File: src/rtl/frame_pkg.sv
// frame_pkg: shared sizes and state type for the
// sample bank frame loader.
package frame_pkg;

  localparam int SLOTS   = 64;
  localparam int DATA_W  = 11;
  localparam int IDX_W   = $clog2(SLOTS);
  localparam int TIMEOUT = 255;
  localparam int TMR_W   = 8;
  localparam int CNT_W   = 8;

  typedef enum logic [1:0] {
    IDLE,
    LOAD,
    COMMIT
  } state_t;

endpackage

File: src/rtl/frame_loader_idle_timer.sv
// idle_timer: counts idle cycles inside a frame and
// flags the cycle on which the LIMIT-th one elapses.
module idle_timer
  import frame_pkg::*;
#(
  parameter int LIMIT = TIMEOUT,
  parameter int W     = TMR_W
) (
  input  logic clk,
  input  logic rst,
  input  logic clear,
  input  logic enable,
  output logic expired
);

  logic [W-1:0] cnt;

  // cnt holds the idle cycles completed before this one
  always_ff @(posedge clk) begin
    if (rst || clear) begin
      cnt <= '0;
    end else if (enable) begin
      cnt <= cnt + 1'b1;
    end
  end

  assign expired = enable && (cnt == W'(LIMIT - 1));

endmodule

File: src/rtl/frame_loader.sv
// frame_loader: aligns a sample stream on start-of-frame
// and sequences writes into the 64-slot sample bank.
module frame_loader
  import frame_pkg::*;
(
  input  logic              clk,
  input  logic              rst,
  input  logic              in_valid,
  output logic              in_ready,
  input  logic [DATA_W-1:0] in_data,
  input  logic              in_sof,
  output logic              wr_en,
  output logic [IDX_W-1:0]  wr_idx,
  output logic [DATA_W-1:0] wr_data,
  output logic              busy,
  output logic              frame_done,
  output logic              frame_err,
  output logic [CNT_W-1:0]  frame_cnt
);

  localparam logic [IDX_W-1:0] LAST_IDX = IDX_W'(SLOTS - 1);
  localparam logic [IDX_W-1:0] IDX_ONE  = IDX_W'(1);

  state_t           state;
  logic [IDX_W-1:0] next_idx;
  logic             hs;
  logic             tmr_clear;
  logic             tmr_en;
  logic             tmr_expired;

  assign in_ready  = (state != COMMIT);
  assign busy      = (state != IDLE);
  assign hs        = in_valid && in_ready;
  assign tmr_en    = (state == LOAD) && !hs;
  assign tmr_clear = (state != LOAD) || hs;

  idle_timer #(
    .LIMIT (TIMEOUT),
    .W     (TMR_W)
  ) u_timer (
    .clk     (clk),
    .rst     (rst),
    .clear   (tmr_clear),
    .enable  (tmr_en),
    .expired (tmr_expired)
  );

  // frame sequencer with registered bank-write and status outputs
  always_ff @(posedge clk) begin
    if (rst) begin
      state      <= IDLE;
      next_idx   <= '0;
      wr_en      <= 1'b0;
      wr_idx     <= '0;
      wr_data    <= '0;
      frame_done <= 1'b0;
      frame_err  <= 1'b0;
      frame_cnt  <= '0;
    end else begin
      wr_en      <= 1'b0;
      frame_done <= 1'b0;
      frame_err  <= 1'b0;
      unique case (state)
        IDLE: begin
          if (hs && in_sof) begin
            wr_en    <= 1'b1;
            wr_idx   <= '0;
            wr_data  <= in_data;
            next_idx <= IDX_ONE;
            state    <= LOAD;
          end
        end
        LOAD: begin
          if (hs) begin
            wr_en   <= 1'b1;
            wr_data <= in_data;
            if (in_sof) begin
              frame_err <= 1'b1;
              wr_idx    <= '0;
              next_idx  <= IDX_ONE;
            end else begin
              wr_idx <= next_idx;
              if (next_idx == LAST_IDX) begin
                frame_done <= 1'b1;
                state      <= COMMIT;
              end else begin
                next_idx <= next_idx + 1'b1;
              end
            end
          end else if (tmr_expired) begin
            frame_err <= 1'b1;
            state     <= IDLE;
          end
        end
        COMMIT: begin
          frame_cnt <= frame_cnt + 1'b1;
          state     <= IDLE;
        end
        default: begin
          state <= IDLE;
        end
      endcase
    end
  end

endmodule
File: config.mk
export PLATFORM = sky130hd
export DESIGN_NAME = frame_loader
export DESIGN_NICKNAME = d
export VERILOG_FILES = /design/src/rtl/frame_pkg.sv /design/src/rtl/frame_loader_idle_timer.sv /design/src/rtl/frame_loader.sv
export SDC_FILE = /design/constraint.sdc
export NUM_CORES = 1
export LEC_CHECK = 0
export CORE_MARGIN = 8
export CORE_UTILIZATION = 51
export DETAILED_ROUTE_END_ITERATION = 8
export PLACE_DENSITY = 0.9
export REMOVE_ABC_BUFFERS = 1
export SYNTH_ARGS = -nofsm -noshare
export SYNTH_HDL_FRONTEND = slang
export SYNTH_SLANG_ARGS = --single-unit
File: constraint.sdc
create_clock -name clk -period 4.2 [get_ports clk]
set_input_delay 0.63 -clock clk [delete_from_list [all_inputs] [get_ports clk]]
set_output_delay 0.63 -clock clk [all_outputs]
set_load 0.05 [all_outputs]
# [After elaboration in Yosys (flattened, before gate mapping)]
# Index checks and enable logic that the tools add are counted.
[word_totals] register_bits=44 rom_bits=0 elab_cells=66 out_inout_bits=30 memories=0 in_bits=15 latch_bits=0 ramBits=0
[classes] n_lt_le_gt_ge=0 reduce_logical=15 addsub=3 mul=0 n_eq_ne=12 div=0 n_mux=25 shifts=0 bitwise=2
[op_table] cell="two-way mux 6 bit" count=7
[op_table] cell="case mux 6 bit (2 select lines)" count=2
[op_table] cell="two-way mux 11 bit" count=2
[op_table] cell="case mux 11 bit (2 select lines)" count=1
[op_table] cell="adder 8 x 1 -> 8 bit (second input constant)" count=2
[op_table] cell="two-way mux 2 bit" count=5
[op_table] cell="!= test 3 bit (second input constant)" count=3
[op_table] cell="== test 8 bit (second input constant)" count=1
[op_table] cell="AND reduction 4 bit" count=2
[op_table] cell="adder 6 x 1 -> 6 bit (second input constant)" count=1
[op_table] cell="== test 6 bit (second input constant)" count=1
[op_table] cell="two-way mux 1 bit" count=6
[op_table] cell="!= test 2 bit (second input constant)" count=3
[op_table] cell="logical AND 1 bit" count=4
[op_table] cell="case mux 2 bit (2 select lines)" count=1
[op_table] cell="nonzero test 2 bit" count=2
[op_table] cell="OR reduction 4 bit" count=1
[op_table] cell="!= test 3 x 2 -> 1 bit (second input constant)" count=1
[op_table] cell="AND reduction 3 bit" count=1
[op_table] cell="== test 2 x 1 -> 1 bit (second input constant)" count=1
[op_table] cell="== test 2 bit (second input constant)" count=1
[op_table] cell="logical NOT 2 bit" count=1
[op_table] cell="logical OR 1 bit" count=2
[op_table] cell="!= test 2 x 1 -> 1 bit (second input constant)" count=1
[op_table] cell="other kinds (4)" count=5

# [Longest topological paths before layout]
# Gate-level depths: netlist of run 1.
[logic_depth] word_depth=8 depth_mapped=6

# [Cells and area by module]
# Synthesis of run 1 repeated with hierarchy kept, for this count alone.
[hier_totals] hier_cells=211 area_unflattened_um2=1848.0
[modules_own_cells] module="frame_loader" area_per_inst_um2=1478.9 cells_per_inst=169 instances=1
[modules_own_cells] module="idle_timer" area_per_inst_um2=369.1 cells_per_inst=42 instances=1

# [Worst setup path before layout of run 1]
# Ideal clock, no wire load.
[synth_timing] path_type="flip-flop to output port" startpoint="register state[0]" endpoint="output in_ready" required_ps=3570 arrival_time_ps=920 path_stages_with_launch=4 setup_slack_ps=2650 path_cell_list="dfxtp_1 -> nor2b_1 -> buf_2 -> inv_1"
[synth_via] elab_chain_cells=1
[synth_rtl] element="start: declaration" line="frame_loader.sv:24" text="state_t state;"
[synth_rtl] element="start signal: assignment" line="frame_loader.sv:51" text="state <= IDLE;"
[synth_rtl] element="start signal: assignment" line="frame_loader.sv:70" text="state <= LOAD;"
[synth_rtl] element="start signal: assignment" line="frame_loader.sv:85" text="state <= COMMIT;"
[synth_rtl] element="!= test 2 bit" line="frame_loader.sv:31" text="assign in_ready = (state != COMMIT);"
[synth_rtl] element="end: declaration" line="frame_loader.sv:9" text="output logic in_ready,"
# Every way passes these cells.

# [Worst setup path in the final report of run 1]
[layout_timing] startpoint="register state[1]" endpoint="output in_ready"
# The elaborated chain is that of the path after synthesis.

==> results of run 1 <==
## worst max-delay path: cells and delay by family, from the launching register on
| kind | cells | cell delay, ns |
|---|---|---|
| AND/OR/NAND/NOR | 1 | 0.54 |
| flip-flops | 1 | 0.40 |
| buffers and inverters | 2 | 0.80 |
## power by group
part / internal, W / total (W) / switching (W) / leakage (nW)
sequential: 0.000425 / 0.000431 / 0.00000516 / 0.357
clock: 0.000125 / 0.000253 / 0.000128 / 0.0422
combinational: 0.0000332 / 0.0000854 / 0.0000522 / 0.434
## layout make-up
cell class / instances / area share
Sequential cell: 44 / 0.383
Clock buffer: 6 / 0.0180
Multi-Input combinational cell: 137 / 0.355
Timing Repair Buffer: 45 / 0.195
Tap cell: 46 / 0.0251
Clock inverter: 2 / 0.0153
Inverter: 5 / 0.00817
## routing by layer
layer	global-route usage	vias to the layer above	routed length [µm]
met5	0	-	0
met4	0.0587	0	61
met3	0.0493	6	263
met2	0.240	31	1770
met1	0.143	679	1530
li1	-	759	-
## per-stage QoR
stage	util	instance area, µm²	instances
final	0.688	2300	285
after global routing	0.688	2300	285
after CTS	0.688	2300	285
after detailed placement	0.666	2220	277
after global placement	0.666	2220	277
after floorplan	-	1720	186
## path summary, 6_finish.rpt
check	start	end	slack, ns	cells after the start
worst max-delay path	state[1]	in_ready	1.49	3
worst min-delay path	wr_idx[5]	wr_idx[5]	0.46	2
worst max register to register	next_idx[1]	next_idx[3]	2.60	5
worst min register to register	wr_idx[5]	wr_idx[5]	0.46	2
## sequential cells by signal, summed over array words and instances (netlist names)
signal       cells
wr_idx           6
wr_en            1
frame_done       1
wr_data         11
frame_cnt        8
next_idx         6
frame_err        1
state            2
u_timer.cnt      8
## cells in the final DEF (no fill, tap or decap), types with 2 or more instances in the layout
master / count
a211oi_1: 2
a21oi_1: 16
a22oi_1: 4
and3_1: 4
clkbuf_4: 5
clkdlybuf4s50_1: 44
dfxtp_1: 44
ha_1: 4
inv_1: 5
mux2i_1: 2
nand2_1: 29
nand2b_1: 4
nand3_1: 6
nand4_1: 7
nor2_1: 23
nor4b_1: 2
o21ai_0: 3
xnor2_1: 2
xor2_1: 11
## logic make-up after synthesis
group / after synthesis / synth area share
buffers and inverters: 15 / 0.0356
AND/OR/NAND/NOR: 84 / 0.231
multiplexers: 2 / 0.0114
adder cells (fa/ha/maj): 4 / 0.0285
XOR/XNOR: 13 / 0.0647
flip-flops: 44 / 0.501
AO/OA/AOI/OAI: 34 / 0.128
==> flow_summary.json, run 1 <==
{
  "dieWidth_um": 74.7,
  "setup_tns_ns": 0,
  "syn_avg_cell_area_um2": 8.98,
  "fin_ws_ns": 1.49,
  "synth.top_cell.area_share": 0.501,
  "relSlewSlack": 0.469,
  "dp_hpwl_um": 2610,
  "async_reset_ff_frac": 0,
  "ys_seq_area_frac": 0.501,
  "synth_flop_cell": "dfxtp_1",
  "synth_seq_cells": 44,
  "drive_above_1_share": 0.0586,
  "synth_common_cells": "dfxtp_1 (44), nand2_1 (29), nor2_1 (23)",
  "min_path_type": "reg -> reg",
  "grtUsageTotal": 0.137,
  "multi_input_area_um2": 816,
  "synth-edff-count": 0,
  "htree_levels": 2,
  "cts_buffers": 5,
  "status": "completed",
  "hold_violations": 0,
  "wl_per_cell_um": 12.7,
  "synth_area_leaders": "dfxtp_1 (50%), nand2_1 (6.2%), xor2_1 (5.5%)",
  "critPathLaunchType": "register",
  "synth_area_um2": 1760,
  "clk_latency_ns": 0.35,
  "root_buffer": "clkbuf_4",
  "overflow": 0,
  "critPathKind": "reg -> out",
  "start_util": 0.527,
  "clk_pin_slew_ns": 0.11,
  "p_total_w": 0.000769,
  "rsz0062_at_grt": "false",
  "yosysWarnings": 0,
  "yosys.cell_types.count": 38,
  "grt_pass1_wl_um": 5870,
  "period_minus_slack_ns": 2.71,
  "grt_pass1_vias": 1355,
  "drtAntennaViolNets": 0,
  "postCtsSetupBuffers": 0,
  "clkSinkCount": 44,
  "drt_wl_total_um": 3620,
  "route.detailed.drc": 0,
  "num_rows": 21,
  "n_antenna_cell": 0,
  "final_nets": 257,
  "whs_ns": 0.462,
  "die_area_um2": 5580,
  "first_pass_iters": 4,
  "crit_required_ns": 3.57,
  "clock_skew_ns": 0.0122,
  "viasPerCell": 5.18,
  "cts_resized": 0,
  "io_buffers": 44,
  "cts_tree": "built",
  "fillers": 282,
  "cp.arrival_ns": 2.08,
  "setup_viol": 0,
  "slowest_delay_ns": 0.72,
  "clock.fmax_mhz": 368,
  "crit_chain": "nor2b_1 -> inv_1 -> clkdlybuf4s50_1",
  "syn_to_final_growth_pct": 30.6,
  "dr_total_vias": 1475,
  "slew_violations": 0,
  "p_leak_nw": 0.833,
  "cap_viol_max_count": 0,
  "worstPathMaxFanout": 9,
  "regArea_um2": 881,
  "cts.path.max_buffers": 2,
  "power.density_nw_per_um2": 335,
  "critPathCaptureType": "output port",
  "min_period_over_period": 0.646,
  "cts_hold_buf": 0,
  "cpMaxStageDelayCell": "clkdlybuf4s50_1",
  "routabilityCongestion": 0.777,
  "place_ws_ns": 1.82,
  "grt_antenna_before_repair": 0,
  "synthMostInstantiatedCell": "dfxtp_1",
  "fp.coreArea_um2": 3340,
  "irDropWorstVdd_mv": 0.202,
  "tightest_slew_ns": 0.795,
  "ios": 45,
  "grt_max_degree": 39,
  "syn_inst": 196,
  "yosys.area.top_type": "dfxtp_1",
  "drtIter0Drc": 77,
  "die_h_um": 74.7
}
Power figures use the tool's default switching activity.
==> run 2, diff against run 1 <==
Settings changed: CORE_UTILIZATION 51 to 48, PLACE_DENSITY 0.9 to 0.86.
Clock period 4.2 ns to 2.8 ns, I/O delays scaled along.
==> flow_summary.json, run 2 (synthesized netlist as in run 1, its figures left out) <==
{
  "clock_skew_ns": 0.00507,
  "dr_total_vias": 1509,
  "wl_per_cell_um": 13.8,
  "irDropWorstVdd_mv": 0.255,
  "cts_resized": 0,
  "fillers": 290,
  "grt_antenna_before_repair": 0,
  "overflow": 0,
  "cts_hold_buf": 0,
  "cap_viol_max_count": 0,
  "routabilityCongestion": 0.724,
  "tightest_slew_ns": 0.770,
  "critPathLaunchType": "register",
  "design_area_um2": 2340,
  "postCtsSetupBuffers": 0,
  "r2r_start": "next_idx[1]",
  "clk_pin_slew_ns": 0.08,
  "top_regs": "wr_data: 11 flops, frame_cnt: 8 flops, u_timer.cnt: 8 flops",
  "route.detailed.drc": 0,
  "post_dp_cell_area_um2": 2230,
  "clk_latency_ns": 0.29,
  "cp.arrival_ns": 1.82,
  "period_minus_slack_ns": 2.24,
  "critPathKind": "reg -> out",
  "r2r-end": "next_idx[3]",
  "min_path_type": "reg -> reg",
  "drive_above_1_share": 0.0625,
  "regMostFlops": "wr_data",
  "p_leak_nw": 0.851,
  "regToRegSetupSlack_ns": 1.18,
  "cts.path.max_buffers": 2,
  "setup_tns_ns": 0,
  "io_buffers": 44,
  "die_area_um2": 5860,
  "syn_to_final_growth_pct": 32.9,
  "drtIter0Drc": 168,
  "cts_tree": "built",
  "setup_viol": 0,
  "final_nets": 258,
  "hold_violations": 0,
  "worstPathMaxFanout": 9,
  "grt_pass1_wl_um": 6700,
  "start_util": 0.488,
  "power.density_nw_per_um2": 533,
  "status": "completed",
  "place_ws_ns": 0.617,
  "dp_hpwl_um": 2820,
  "dieWidth_um": 76.5,
  "largest_register_ffs": 11,
  "cts_buffers": 5,
  "slew_violations": 0,
  "num_rows": 22,
  "fp.coreArea_um2": 3610,
  "critPathCaptureType": "output port",
  "root_buffer": "clkbuf_8",
  "viasPerCell": 5.24,
  "rsz0062_at_grt": "false",
  "relSlewSlack": 0.485,
  "hp-start": "wr_data[10]",
  "grtUsageTotal": 0.137,
  "grt_pass1_vias": 1433,
  "clock.fmax_mhz": 446,
  "whs_ns": 0.458,
  "n_antenna_cell": 0,
  "min_period_over_period": 0.801,
  "layout_common_cells": "dfxtp_1 (44), clkdlybuf4s50_1 (44), nand2_1 (29)",
  "min_to": "wr_data[10]",
  "drtAntennaViolNets": 0,
  "clkSinkCount": 44,
  "htree_levels": 2,
  "grt_max_degree": 38,
  "first_pass_iters": 4,
  "die_h_um": 76.5,
  "min_path_cells": 2,
  "fin_ws_ns": 0.558,
  "p_total_w": 0.00125,
  "drt_wl_total_um": 3980,
  "ios": 45,
  "crit_required_ns": 2.38,
  "reg2reg_depth": 5
}
run 2: changes by cell type in the layout (fill, tap and decap cells not counted), sizes merged:
| cell | change |
|---|---|
| buf | +1 |
run 2: per-layer routing:
| layer | share of wire | vias to the layer above | track usage |
|---|---|---|---|
| met5 | 0 | - | 0 |
| met4 | 0.020 | 0 | 0.0654 |
| met3 | 0.053 | 6 | 0.0448 |
| met2 | 0.48 | 40 | 0.222 |
| met1 | 0.45 | 706 | 0.158 |
| li1 | - | 757 | - |
run 2: how the worst max path moves through the flow:
stage / start / endpoint / slack [ns] / depth (start not counted)
after floorplan: state[1] / in_ready / 1.24 / 2
after global placement: in_valid / next_idx[0] / 0.69 / 4
after detailed placement: in_valid / next_idx[0] / 0.62 / 4
after CTS: state[0] / in_ready / 0.55 / 4
after global routing: state[0] / in_ready / 0.49 / 4
final: state[0] / in_ready / 0.56 / 4
run 2: cell type report:
| class | count | area, µm² | area share |
|---|---|---|---|
| Timing Repair Buffer | 46 | 455 | 0.195 |
| Sequential cell | 44 | 881 | 0.377 |
| Tap cell | 48 | 60.1 | 0.0257 |
| Inverter | 5 | 18.8 | 0.00803 |
| Clock buffer | 6 | 72.6 | 0.0310 |
| Multi-Input combinational cell | 137 | 816 | 0.349 |
| Clock inverter | 2 | 35.0 | 0.0150 |
run 2: power breakdown:
part	internal (W)	switching (W)
clock	0.000265	0.000207
combinational	0.0000498	0.0000798
sequential	0.000638	0.00000809
run 2: per-stage QoR:
stage          std cells  utilization
2_1_floorplan        186            -
3_3_place_gp         280        0.619
3_5_place_dp         280        0.619
4_1_cts              288        0.649
5_1_grt              288        0.649
6_report             288        0.649
run 2: worst max-delay path, stage by stage, from the launching register on:
cell and delay, ns:
dfxtp_1 0.45, nor2b_1 0.07, buf_4 0.17, inv_1 0.05
clkdlybuf4s50_1 0.79
